File: config.mk
export PLATFORM = sky130hd
export DESIGN_NAME = sad_sched
export DESIGN_NICKNAME = d
export VERILOG_FILES = /design/src/rtl/sad_sched.sv
export SDC_FILE = /design/constraint.sdc
export NUM_CORES = 1
export LEC_CHECK = 0
export ABC_AREA = 0
export CORE_ASPECT_RATIO = 1.75
export CORE_MARGIN = 3
export CORE_UTILIZATION = 48
export CTS_CLUSTER_SIZE = 8
export DETAILED_ROUTE_END_ITERATION = 10
export PLACE_DENSITY_LB_ADDON = 0.08
export SLEW_MARGIN = 25
export SYNTH_ARGS = -nofsm -noshare
export SYNTH_HDL_FRONTEND = slang
export SYNTH_SLANG_ARGS = --single-unit
File: constraint.sdc
create_clock -name clk_i -period 4 [get_ports clk_i]
set_input_delay 0.6 -clock clk_i [delete_from_list [all_inputs] [get_ports clk_i]]
set_output_delay 0.6 -clock clk_i [all_outputs]
set_load 0.01 [all_outputs]
File: src/rtl/sad_sched.sv
// Round-robin scheduler sharing one SAD engine among N_REQ requesters.
// Handles the engine enable/busy handshake, result capture and watchdog abort.
module sad_sched #(
  parameter int N_REQ   = 4,
  parameter int OFS_W   = 8,
  parameter int SAD_W   = 16,
  parameter int TIMEOUT = 1023
) (
  input  logic                   clk_i,
  input  logic                   rstn_i,
  input  logic [N_REQ-1:0]       req_i,
  input  logic [N_REQ*OFS_W-1:0] ofs_i,
  output logic [N_REQ-1:0]       gnt_o,
  output logic [N_REQ-1:0]       done_o,
  output logic                   err_o,
  output logic [SAD_W-1:0]       sad_o,
  output logic                   busy_o,
  output logic                   sad_enb_o,
  output logic [OFS_W-1:0]       sad_ofs_o,
  input  logic                   sad_busy_i,
  input  logic [SAD_W-1:0]       sad_i
);

  localparam int          IW = (N_REQ > 1) ? $clog2(N_REQ) : 1;
  localparam int          TW = $clog2(TIMEOUT + 1);
  localparam int unsigned NR = N_REQ;

  typedef enum logic [1:0] {IDLE, START, RUN, SETTLE} state_e;

  state_e             state_q, state_d;
  logic [N_REQ-1:0]   gnt_q, gnt_d, done_q, done_d;
  logic               err_q, err_d, busy_q, busy_d, enb_q, enb_d;
  logic [SAD_W-1:0]   sad_q, sad_d;
  logic [OFS_W-1:0]   ofs_q, ofs_d;
  logic [TW-1:0]      timer_q, timer_d;
  logic [IW-1:0]      last_q, last_d, cur_q, cur_d;

  logic [N_REQ-1:0]   elig;
  logic               win_vld;
  logic [IW-1:0]      win_idx, scan_idx;
  logic [OFS_W-1:0]   ofs_arr [N_REQ];

  for (genvar g = 0; g < N_REQ; g++) begin : g_ofs
    assign ofs_arr[g] = ofs_i[g*OFS_W +: OFS_W];
  end

  // A requester's own done cycle must not re-arm it, so done_q masks req_i.
  always_comb begin
    elig     = req_i & ~done_q;
    win_vld  = 1'b0;
    win_idx  = '0;
    scan_idx = '0;
    for (int unsigned i = 0; i < NR; i++) begin
      scan_idx = IW'((32'(last_q) + i + 32'd1) % NR);
      if (!win_vld && elig[scan_idx]) begin
        win_vld = 1'b1;
        win_idx = scan_idx;
      end
    end
  end

  always_comb begin
    state_d = state_q;
    gnt_d   = gnt_q;
    done_d  = '0;
    err_d   = 1'b0;
    busy_d  = busy_q;
    enb_d   = enb_q;
    sad_d   = sad_q;
    ofs_d   = ofs_q;
    timer_d = timer_q;
    last_d  = last_q;
    cur_d   = cur_q;
    case (state_q)
      IDLE: begin
        if (win_vld && !sad_busy_i) begin
          gnt_d          = '0;
          gnt_d[win_idx] = 1'b1;
          ofs_d          = ofs_arr[win_idx];
          enb_d          = 1'b1;
          busy_d         = 1'b1;
          timer_d        = '0;
          cur_d          = win_idx;
          state_d        = START;
        end
      end
      START, RUN: begin
        timer_d = timer_q + 1'b1;
        // Watchdog wins over any busy edge seen in the same cycle.
        if (timer_q == TW'(TIMEOUT)) begin
          enb_d   = 1'b0;
          sad_d   = '1;
          done_d  = gnt_q;
          err_d   = 1'b1;
          gnt_d   = '0;
          busy_d  = 1'b0;
          last_d  = cur_q;
          timer_d = '0;
          state_d = IDLE;
        end else if (state_q == START) begin
          if (sad_busy_i) begin
            enb_d   = 1'b0;
            state_d = RUN;
          end
        end else if (!sad_busy_i) begin
          state_d = SETTLE;
        end
      end
      SETTLE: begin
        sad_d   = sad_i;
        done_d  = gnt_q;
        gnt_d   = '0;
        busy_d  = 1'b0;
        last_d  = cur_q;
        state_d = IDLE;
      end
      default: state_d = IDLE;
    endcase
  end

  always_ff @(posedge clk_i or negedge rstn_i) begin
    if (!rstn_i) begin
      state_q <= IDLE;
      gnt_q   <= '0;
      done_q  <= '0;
      err_q   <= 1'b0;
      busy_q  <= 1'b0;
      enb_q   <= 1'b0;
      sad_q   <= '0;
      ofs_q   <= '0;
      timer_q <= '0;
      last_q  <= IW'(N_REQ - 1);
      cur_q   <= '0;
    end else begin
      state_q <= state_d;
      gnt_q   <= gnt_d;
      done_q  <= done_d;
      err_q   <= err_d;
      busy_q  <= busy_d;
      enb_q   <= enb_d;
      sad_q   <= sad_d;
      ofs_q   <= ofs_d;
      timer_q <= timer_d;
      last_q  <= last_d;
      cur_q   <= cur_d;
    end
  end

  assign gnt_o     = gnt_q;
  assign done_o    = done_q;
  assign err_o     = err_q;
  assign sad_o     = sad_q;
  assign busy_o    = busy_q;
  assign sad_enb_o = enb_q;
  assign sad_ofs_o = ofs_q;

endmodule

After elaboration in Yosys (flattened, before gate mapping)
Index checks and enable logic that the tools add are counted.
{"block": "word_totals", "reg_bits": 51, "input_bits": 55, "output_inout_bits": 35, "word_cells": 105}
{"block": "op_classes", "n_addsub": 7, "n_lt_le_gt_ge": 7, "eq_ne": 10, "mux": 48, "n_bitwise": 3, "n_reduce_logical": 19}
{"operator": "one-hot mux 16 bit (2 select lines)", "count": 1}
{"operator": "two-way mux 10 bit", "count": 2}
{"operator": "two-way mux 2 bit", "count": 10}
{"operator": "one-hot mux 10 bit (2 select lines)", "count": 1}
{"operator": "binary-select mux 8 bit (select 2 bit)", "count": 1}
{"operator": "two-way mux 1 bit", "count": 16}
{"operator": "two-way mux 16 bit", "count": 1}
{"operator": "two-way mux 8 bit", "count": 2}
{"operator": "less-than comparator 2 x 3 -> 1 bit (second input constant)", "count": 5}
{"operator": "two-way mux 4 bit", "count": 3}
{"operator": "one-hot mux 4 bit (3 select lines)", "count": 1}
{"operator": "adder 10 x 1 -> 10 bit (second input constant)", "count": 1}
{"operator": "equality test 10 bit (second input constant)", "count": 1}
{"operator": "adder 2 x 1 -> 2 bit (second input constant)", "count": 4}
{"operator": "binary-select mux 1 bit (select 2 bit)", "count": 4}
{"operator": "!= test 4 bit (second input constant)", "count": 2}
{"operator": "one-hot mux 4 bit (2 select lines)", "count": 1}
{"operator": "AND reduction 2 bit", "count": 4}
{"operator": "!= test 3 bit (second input constant)", "count": 2}
{"operator": "one-hot mux 2 bit (3 select lines)", "count": 1}
{"operator": "logical AND 1 bit", "count": 5}
{"operator": "adder 2 bit (second input constant)", "count": 2}
{"operator": "bitwise AND 4 bit", "count": 1}
{"operator": "equality test 2 bit (second input constant)", "count": 2}
{"operator": "16 further kinds", "count": 21}

Depth between registers and ports, before layout
Gate-level depths: netlist of the first run.
{"block": "depth", "ltp_word": 20, "mapped_depth": 8}

Least setup slack after synthesis of the first run
No wires, ideal clock.
{"block": "synth_timing", "kind": "in2reg", "start": "input req_i[2]", "end": "register timer_q[5]", "setup_time_ns": 0.078, "arrival_time_ns": 1.712, "t_required_ns": 3.922, "setup_slack_ns": 2.210, "stages": 6, "path_buffers": 1, "path_cell_list": "nand2b_1 > a41oi_4 > mux2i_2 > buf_6 > or4_1 > a21oi_1"}
{"block": "synth_between", "elab_chain_cells": 16, "elab_cells_between_ends": 22, "cone_classes": "eq/ne: 1; mux: 12; bitwise: 1; reduce/logical: 8"}
{"item": "start: declaration", "line": "11", "rtl": "input logic [N_REQ-1:0] req_i,"}
{"item": "bitwise AND 4 bit *", "line": "49", "rtl": "elig = req_i & ~done_q;"}
{"item": "binary-select mux 1 bit (select 2 bit)", "line": "55", "rtl": "if (!win_vld && elig[scan_idx]) begin"}
{"item": "two-way mux 1 bit (implied by the code)", "line": "55"}
{"item": "two-way mux 1 bit", "line": "55"}
{"item": "zero test 1 bit", "line": "55"}
{"item": "logical AND 1 bit", "line": "55"}
{"item": "two-way mux 1 bit", "line": "55"}
{"item": "zero test 1 bit", "line": "55"}
{"item": "logical AND 1 bit", "line": "55"}
{"item": "two-way mux 1 bit", "line": "55"}
{"item": "zero test 1 bit", "line": "55"}
{"item": "logical AND 1 bit", "line": "55"}
{"item": "two-way mux 1 bit *", "line": "55"}
{"item": "logical AND 1 bit *", "line": "76", "rtl": "if (win_vld && !sad_busy_i) begin"}
{"item": "!= test 2 bit (no line) *"}
{"item": "AND reduction 2 bit (no line) *"}
{"item": "end signal: assignment", "line": "143", "rtl": "timer_q <= timer_d;"}
{"item": "end: declaration", "line": "35", "rtl": "logic [TW-1:0] timer_q, timer_d;"}
Every way passes the cells marked *; elsewhere a longest branch is shown, timed or not. The select of a mux whose other input is x is not followed.
A chain may end at the register's enable or synchronous reset.

Final worst setup path of the first run
{"block": "layout_timing", "start": "input req_i[2]", "end": "register timer_q[4]"}
Same word-level chain as after synthesis.

==> metrics, run 1 <==
Storage cell area 0.00128 mm²; setup bufs post-CTS 0; number of global-route vias before repair 2079; clock slew at reported path FFs 0.08 ns; hold_buf cts 0; Worst path top cell family by delay multiplexers; Worst R2R Path Depth 5; Worst R2R Setup Slack 1.88 ns; unrepaired setup endpoints after global routing false; Crit Path Max Fanout 20; cell row count 34; Crit-path slowest cell mux2i_2; fin nets 373; Tmin final 2.24 ns; Pins Over Slew Limit 0; maximum root-to-sink buffer count 2; Tcrit/Tclk final 56.0%; WP buf/inv 1; sequential fraction of the synthesis area 50.4%; area grow syn2layout 39.1%; DRT antenna net count 0; Startpoint Class input port; WP data required 4.19 ns; FF-to-FF Start state_q[0]$_DFFE_PN0P_; Hold WC Path Type input port to asynchronous set/reset pin; first-pass GRT wire length 9450 µm; DRT iter0 DRCs 87; critical setup path kind input port to register; I/O pin total 90; Worst-Margin Slew 0.833 ns; largest net degree at the start of global routing 52; share of layout cells above drive strength 1 8.63%; die height 102 µm; dpl hpwl 4490 µm; post-synthesis cell area 0.00254 mm²; Fill cells 384; CTS H-tree depth 2; CTS tree yes; CP arrival 2.43 ns; # port buffers 89; remaining global-route overflow 0; post-route cell area 0.00353 mm²; Post-synth EDFFs 0; total CTS buffers 5; ys async rst share 100%; Yosys cell types 48; f_max 447 MHz; area of the multi-input gates 0.00118 mm²; max-cap violations 0; Final Hold Viols 0; Hold Worst Slack 0.396 ns; commonest non-fill, non-tap cell in the layout clkdlybuf4s50_1; clock latency on the worst-skew pair 0.30 ns; Setup TNS 0 ns; Setup crit end timer_q[4]$_DFFE_PN0P_; final setup vio count 0; Most used DFF post-synth dfrtp_1; # diodes 0; Peak VDD IR 0.000469 V; initial antenna violation count 0; Mapped Nets 284; CP Cell Sequence clkdlybuf4s50_1, nand2b_1, a41oi_4, mux2i_2, o21ai_0, a22o_1; Lkg Pwr 1.50 nW; Routed wire per std cell 16.1 µm; status finished, final reports clean; die area 0.00623 mm²; Starting Density 50.1%; GPL Wtd Cong 0.770; synthesized instance count 223; root buffer cell clkbuf_8; max_slew headroom 43.4%; reg2reg end timer_q[4]$_DFFE_PN0P_; TritonRoute pass-1 iters 4; flops & latches, synth 51; crit path from req_i[2]; Power Density 655 mW/mm²; vias 2067; CP max stage delay 0.69 ns; Synth Warn # 0; Final Power 2.31 mW; Worst Skew 0.0110 ns; DRC viols 0; Critical Path Stages 6; core footprint 0.00506 mm²; post-cts gate resize count 0; DR vias/cell 5.63; Tot GR Track Use 20.0%; Critical Path Sink Type register; routed wire length 5920 µm; Post-DP Area 0.00345 mm²; Die Width 61.0 µm; post-synthesis average cell area 11.4 µm²; most frequent cells in the layout 88 x clkdlybuf4s50_1, 49 x dfrtp_1, 21 x nand2_1, 17 x o22a_1, 17 x mux2i_1; clock sink total 51
worst min-delay path by stage:
| stage | startpoint | end |
|---|---|---|
| floorplan | rstn_i | busy_o$_DFFE_PN0P_ |
| global placement | sad_ofs_o[3]$_DFFE_PN0P_ | sad_ofs_o[3]$_DFFE_PN0P_ |
| detailed placement | timer_q[8]$_DFFE_PN0P_ | timer_q[8]$_DFFE_PN0P_ |
| CTS | rstn_i | gnt_o[0]$_DFFE_PN0P_ |
| global route | rstn_i | sad_o[8]$_DFFE_PN0P_ |
| finish | rstn_i | sad_o[8]$_DFFE_PN0P_ |
final cells by class:
cell class / count / area share [%]
sequential: 51 / 36.2
multi-input combinational: 157 / 33.4
timing repair buffer: 91 / 25.5
clock buffer: 8 / 2.27
tap: 54 / 1.91
inverter: 6 / 0.638
cell families after synthesis:
logic type	after synthesis	synth area share (%)
flops	51	50.4
buf+inv	15	3.25
compound gates	61	18.6
mux	22	9.02
fa+ha+maj	6	2.96
simple gates	68	15.7
Yosys cell counts, types with 3 or more instances:
master	instances	area, µm²
o22a_1	17	149
nand2_1	21	78.8
a22o_1	5	43.8
nand3_1	6	30.0
nand2b_4	3	41.3
nand2b_1	6	37.5
buf_2	3	15.0
mux2_2	4	45.0
inv_1	6	22.5
o21ai_0	11	55.1
dfrtp_1	49	1230
mux2i_1	17	170
a21oi_1	7	35.0
ha_1	6	75.1
nor2_1	8	30.0
and2_1	5	31.3
o221ai_1	8	70.1
where the power goes:
group,internal (mW),switching (mW),leakage (nW),total (mW)
Combinational,0.618,0.594,0.831,1.21
Clock,0.125,0.153,0.0395,0.278
Sequential,0.705,0.118,0.631,0.823
state kept, by name, summed over array words and instances (netlist names):
signal     count
state_q        2
sad_ofs_o      8
busy_o         1
cur_q          2
gnt_o          4
timer_q       10
sad_enb_o      1
sad_o         16
err_o          1
done_o         4
last_q         2
layer usage:
layer	vias to the layer above	part of all wire, %	track usage (%)
met2	51	54	35.0
li1	1006	-	-
met3	10	4.8	3.29
met5	-	0	0
met1	1000	40	24.3
met4	0	1.5	6.68
per-stage QoR:
| step | util (%) | cells | worst slack [ns] |
|---|---|---|---|
| finish | 69.7 | 367 | 1.76 |
| global route | 69.7 | 367 | 1.56 |
| CTS | 69.7 | 367 | 1.76 |
| detailed placement | 68.1 | 359 | 1.43 |
| global placement | 68.1 | 359 | 1.49 |
| floorplan | - | 223 | 2.21 |
worst register-to-register path: cells and delay by family, from the launching register on:
| family | cells | cell delay, ns |
|---|---|---|
| muxes | 1 | 0.70 |
| AOI/OAI and AO/OA | 2 | 0.42 |
| DFF | 1 | 0.41 |
| adders and majority gates | 1 | 0.41 |
| buffers and inverters | 1 | 0.08 |
Note: power is estimated with default switching activity, not from simulation.
==> inputs of run 2 (changes only) <==
Settings changed: CORE_UTILIZATION 48 to 41.
Clock period 4 ns to 2 ns, I/O delays scaled along.
==> run 2 against run 1 <==
Sequential share of layout area shrank 2.6 points. First-iteration DRC count fell by 16%. Routed wire length rose by 14%. Sequential power up 98%. Die area is 16% higher. Setup slack worse by 1.6 ns. Highest routed layer unchanged.
==> metrics, run 2 (synthesis gave the netlist of run 1 again) <==
routing usage on met1 20.3% (-4.0 points); Worst-Margin Slew 0.514 ns (-0.318 ns); f_max 559 MHz; Starting Density 42.8% (-7.3 points); CTS H-tree depth 2 (unchanged); setup bufs post-CTS 0 (unchanged); share of layout cells above drive strength 1 15.6% (+7.0 points); Startpoint Class input port; Final Hold Viols 0 (unchanged); Setup crit end timer_q[7]$_DFFE_PN0P_; Storage cell area 0.00128 mm² (unchanged); I/O pin total 90 (unchanged); unrepaired setup endpoints after global routing false; post-cts gate resize count 0 (unchanged); GPL Wtd Cong 0.797 (+3.6%); max_slew headroom 65.7% (+22 points); reg2reg end timer_q[4]$_DFFE_PN0P_; Routed wire per std cell 16.2 µm (+0.68%); largest net degree at the start of global routing 31 (-40%); clock latency on the worst-skew pair 0.30 ns (about the same); met2 Usage GRT 37.7% (+2.8 points); Power Density 1360 mW/mm² (+110%); cell row count 37 (+8.8%); Critical Path Sink Type register; Hold WC Path Type input port to asynchronous set/reset pin; Top Usage Layer GRT met2; area of the multi-input gates 0.00118 mm² (-0.32%); hold_buf cts 1 (+1); first-pass GRT wire length 10700 µm (+13%); fin nets 399 (+7.0%); Largest register FFs 16 (unchanged); max-cap violations 0 (unchanged); area grow syn2layout 49.7%; die area 0.00721 mm² (+16%); Worst R2R Setup Slack 0.21 ns (-1.67 ns); Tot GR Track Use 19.4% (-0.57 points); critical setup path kind input port to register; number of global-route vias before repair 2287 (+10%); clock sink total 51 (unchanged); initial antenna violation count 0 (unchanged); DR vias/cell 5.28 (-6.3%); FF-to-FF Start state_q[0]$_DFFE_PN0P_; CTS tree yes; Crit Path Max Fanout 9 (-55%); Peak VDD IR 0.000873 V (+86%); Tcrit/Tclk final 89.4%; # port buffers 89 (unchanged); commonest non-fill, non-tap cell in the layout clkdlybuf4s50_1; dpl ws -0.111 ns (-1.54 ns); M3 GR Usage 3.75% (+0.47 points); core footprint 0.00593 mm² (+17%); DRT antenna net count 0 (unchanged); Pins Over Slew Limit 0 (unchanged); total CTS buffers 5 (unchanged); CP arrival 1.99 ns (-0.44 ns); Worst R2R Path Depth 6 (+1); most frequent cells in the layout 88 x clkdlybuf4s50_1, 49 x dfrtp_1, 25 x buf_4, 21 x nand2_1; status finished, final reports clean; clock slew at reported path FFs 0.09 ns (about the same); Lkg Pwr 1.65 nW (+9.8%); root buffer cell clkbuf_8; # diodes 0 (unchanged); vias 2201 (+6.5%); WP data required 2.20 ns (-1.99 ns); final setup vio count 0 (unchanged); TritonRoute pass-1 iters 4 (unchanged); routed wire length 6770 µm (+14%); Tmin final 1.79 ns; Die Width 65.5 µm (+7.4%); DRC viols 0 (unchanged); Fill cells 537 (+40%); remaining global-route overflow 0 (unchanged); maximum root-to-sink buffer count 2 (unchanged); crit path from req_i[3]; Final Power 5.18 mW (+120%); setup slack after layout 0.211 ns (-1.55 ns); DRT iter0 DRCs 73 (-16%); die height 110 µm (+7.7%); dpl hpwl 5170 µm (+15%); Worst Skew 0.00302 ns (-0.00796 ns)
-- run 2: cell count changes in the layout (fill, tap and decap cells not counted) --
cell           delta
o21ai_1           +1
buf_12            +2
clkbuf_1          -2
buf_4            +23
clkbuf_8          +2
dlygate4sd3_1     +1
o21ai_2           -1
-- run 2: stage by stage --
step	area, µm²	util, %	instances	TNS [ns]	hold slack [ns]
finish	3800	64.1	417	0	0.497
global route	3800	64.1	417	0	0.507
CTS	3800	64.1	417	0	0.492
detailed placement	3690	62.2	408	-1.38	0.300
global placement	3690	62.2	408	-0.648	0.295
floorplan	2540	-	223	0	0.00441
-- run 2: worst min path at each step --
stage	from	cells past startpoint	slack [ns]	end
after floorplan	rstn_i	0	0.004	busy_o$_DFFE_PN0P_
after global placement	rstn_i	1	0.29	sad_o[11]$_DFFE_PN0P_
after detailed placement	rstn_i	1	0.30	sad_o[11]$_DFFE_PN0P_
after CTS	timer_q[8]$_DFFE_PN0P_	1	0.49	timer_q[8]$_DFFE_PN0P_
after global routing	timer_q[8]$_DFFE_PN0P_	1	0.51	timer_q[8]$_DFFE_PN0P_
final	rstn_i	2	0.50	sad_o[11]$_DFFE_PN0P_
-- run 2: layer usage --
metal / up-vias / share of wire, %
met2: 46 / 57
li1: 1050 / -
met4: 0 / 1.4
met1: 1098 / 38
met5: - / 0
met3: 7 / 3.9
-- run 2: final cells by class --
cell class	instances	area share, %
Sequential cell	51	33.7
Multi-Input combinational cell	157	31.0
Timing Repair Buffer	117	29.6
Clock buffer	8	2.64
Tap cell	78	2.57
Inverter	6	0.593
-- run 2: where the power goes --
group          switching [mW]  total [mW]  internal, mW
logic                    1.32        2.91          1.59
registers               0.216        1.63          1.41
clock network           0.327       0.644         0.316
total                    1.86        5.18          3.32
-- run 2: critical path: stages --
cell and delay, ns:
clkdlybuf4s50_1 0.52, nand2b_4 0.08, a41oi_4 0.24, mux2i_2 0.17
buf_4 0.20, o31a_1 0.30, o22a_1 0.17
==> inputs of run 3 (changes only) <==
Settings changed: CELL_PAD_IN_SITES_DETAIL_PLACEMENT set to 1, CELL_PAD_IN_SITES_GLOBAL_PLACEMENT set to 1, CORE_UTILIZATION 41 to 34.
Clock period 2 ns to 1.9 ns, I/O delays scaled along.
==> run 3 against run 2 <==
Die area increased by 19%. Core utilization down 9.3 points. Critical endpoint is now timer_q[9]$_DFFE_PN0P_. Non-clock buffer count is 3 higher. Sequential power is 4% higher.
==> metrics, run 3 (synthesis gave the netlist of run 1 again) <==
most frequent cells in the layout 88 x clkdlybuf4s50_1, 49 x dfrtp_1, 26 x buf_4, 21 x nand2_1; M3 GR Usage 3.66% (-0.092 points); Worst-Margin Slew 0.444 ns (-0.0708 ns); # diodes 0 (unchanged); DRC viols 0 (unchanged); area grow syn2layout 56.1%; commonest non-fill, non-tap cell in the layout clkdlybuf4s50_1; GPL Wtd Cong 0.810 (+1.6%); number of global-route vias before repair 2400 (+4.9%); DR vias/cell 5.18 (-1.9%); CP arrival 2.00 ns (about the same); met2 Usage GRT 34.3% (-3.4 points); first-pass GRT wire length 12300 µm (+15%); Tmin final 1.78 ns; die height 120 µm (+9.3%); critical setup path kind input port to register; # port buffers 89 (unchanged); Die Width 71.3 µm (+8.9%); unrepaired setup endpoints after global routing true; Tcrit/Tclk final 93.8%; Crit Path Max Fanout 8 (-1); share of layout cells above drive strength 1 17.0% (+1.3 points); CP max stage delay 0.53 ns (about the same); Placed Cells 417 (+2.2%); total CTS buffers 5 (unchanged); Tot GR Track Use 18.5% (-0.89 points); max-cap violations 0 (unchanged); Storage cell area 0.00128 mm² (unchanged); Hold WC Path Type input port to asynchronous set/reset pin; core footprint 0.00723 mm² (+22%); Post-DP Area 0.00372 mm² (+0.81%); dpl hpwl 5780 µm (+12%); clock slew at reported path FFs 0.07 ns (-0.02 ns); root buffer cell clkbuf_16; clock latency on the worst-skew pair 0.29 ns (about the same); status finished, final reports clean; dpl ws -0.216 ns (-0.105 ns); clock sink total 51 (unchanged); TritonRoute pass-1 iters 4 (unchanged); Routed wire per std cell 17.7 µm (+8.9%); cell row count 41 (+11%); Lkg Pwr 1.71 nW (+3.8%); final setup vio count 0 (unchanged); Layout Cells excl Fill 428 (+2.6%); Final Power 6.02 mW (+16%); DRT antenna net count 0 (unchanged); initial antenna violation count 0 (unchanged); Final Hold Viols 0 (unchanged); Worst Skew 0.00699 ns (+0.00397 ns); CP Cell Sequence clkdlybuf4s50_1, nand2b_4, a41oi_4, mux2i_4, or4b_1, a21oi_1; Power Density 1520 mW/mm² (+11%); f_max 561 MHz; Top Usage Layer GRT met2; remaining global-route overflow 0 (unchanged); die area 0.00858 mm² (+19%); Largest register FFs 16 (unchanged); WP data required 2.12 ns (-0.08 ns); fin nets 402 (+0.75%); Peak VDD IR 0.000851 V (-2.5%); post-route cell area 0.00396 mm² (+4.3%); setup slack after layout 0.118 ns (-0.0929 ns); I/O pin total 90 (unchanged); area of the multi-input gates 0.00120 mm² (+1.8%); maximum root-to-sink buffer count 2 (unchanged); vias 2217 (+0.73%); CTS tree yes; Startpoint Class input port; DRT iter0 DRCs 43 (-41%); Pins Over Slew Limit 0 (unchanged); Critical Path Sink Type register; largest net degree at the start of global routing 35 (+13%); Crit-path slowest cell clkdlybuf4s50_1; Starting Density 35.1% (-7.7 points); CTS H-tree depth 2 (unchanged); routing usage on met1 20.4% (+0.14 points); Fill cells 774 (+44%); routed wire length 7570 µm (+12%); max_slew headroom 70.4% (+4.7 points)
-- run 3: worst max-delay path, delay by kind of cell --
family	cells	cell delay [ns]
simple gates	2	0.61
compound gates	2	0.42
buf+inv	1	0.53
mux	1	0.16
-- run 3: through the flow --
stage	hold WS, ns	utilization, %	setup TNS (ns)
after floorplan	-0.0106	-	0
after global placement	0.252	51.4	-2.23
after detailed placement	0.250	51.4	-3.34
after CTS	0.469	54.2	0
after global routing	0.495	54.8	-0.0286
final	0.463	54.8	0
-- run 3: timing repair --
item,in CTS,in global routing
gates resized for setup,0,4
hold endpoints to repair,17,0
hold buffers,1,0
buffers inserted,0,2
setup endpoints to repair,0,32
-- run 3: power by group --
| part | total (mW) | switching, mW | leakage (nW) | internal [mW] |
|---|---|---|---|---|
| clock | 1.16 | 0.410 | 0.0900 | 0.755 |
| combinational | 3.15 | 1.46 | 0.990 | 1.68 |
| sequential | 1.70 | 0.216 | 0.631 | 1.49 |
-- run 3: worst paths after layout --
path                                              from  depth (start not counted)                      to  slack (ns)
worst max register to register  timer_q[1]$_DFFE_PN0P_                          6   last_q[0]$_DFFE_PN1P_        0.15
min in group clk_i                  busy_o$_DFFE_PN0P_                          1      busy_o$_DFFE_PN0P_        0.49
worst max-delay path                          req_i[3]                          6  timer_q[9]$_DFFE_PN0P_        0.12
worst min register to register      busy_o$_DFFE_PN0P_                          1      busy_o$_DFFE_PN0P_        0.49
worst min-delay path                            rstn_i                          2   sad_o[10]$_DFFE_PN0P_        0.46
max in group asynchronous                       rstn_i                          3   last_q[0]$_DFFE_PN1P_        0.83
-- run 3: cell type report --
| class | instances | share of cell area [%] |
|---|---|---|
| multi-input cells | 157 | 30.2 |
| repair buffers | 120 | 29.3 |
| clock buffers | 5 | 3.16 |
| inverters | 6 | 0.569 |
| well taps | 86 | 2.72 |
| clock inverters | 3 | 1.71 |
| flip-flops and latches | 51 | 32.3 |
-- run 3: routing by layer --
metal	part of all wire, %	wire length, µm	vias to the layer above
met4	1.8	138	0
met1	37	2790	1100
li1	-	-	1060
met2	57	4280	49
met3	4.7	355	8
met5	0	0	-
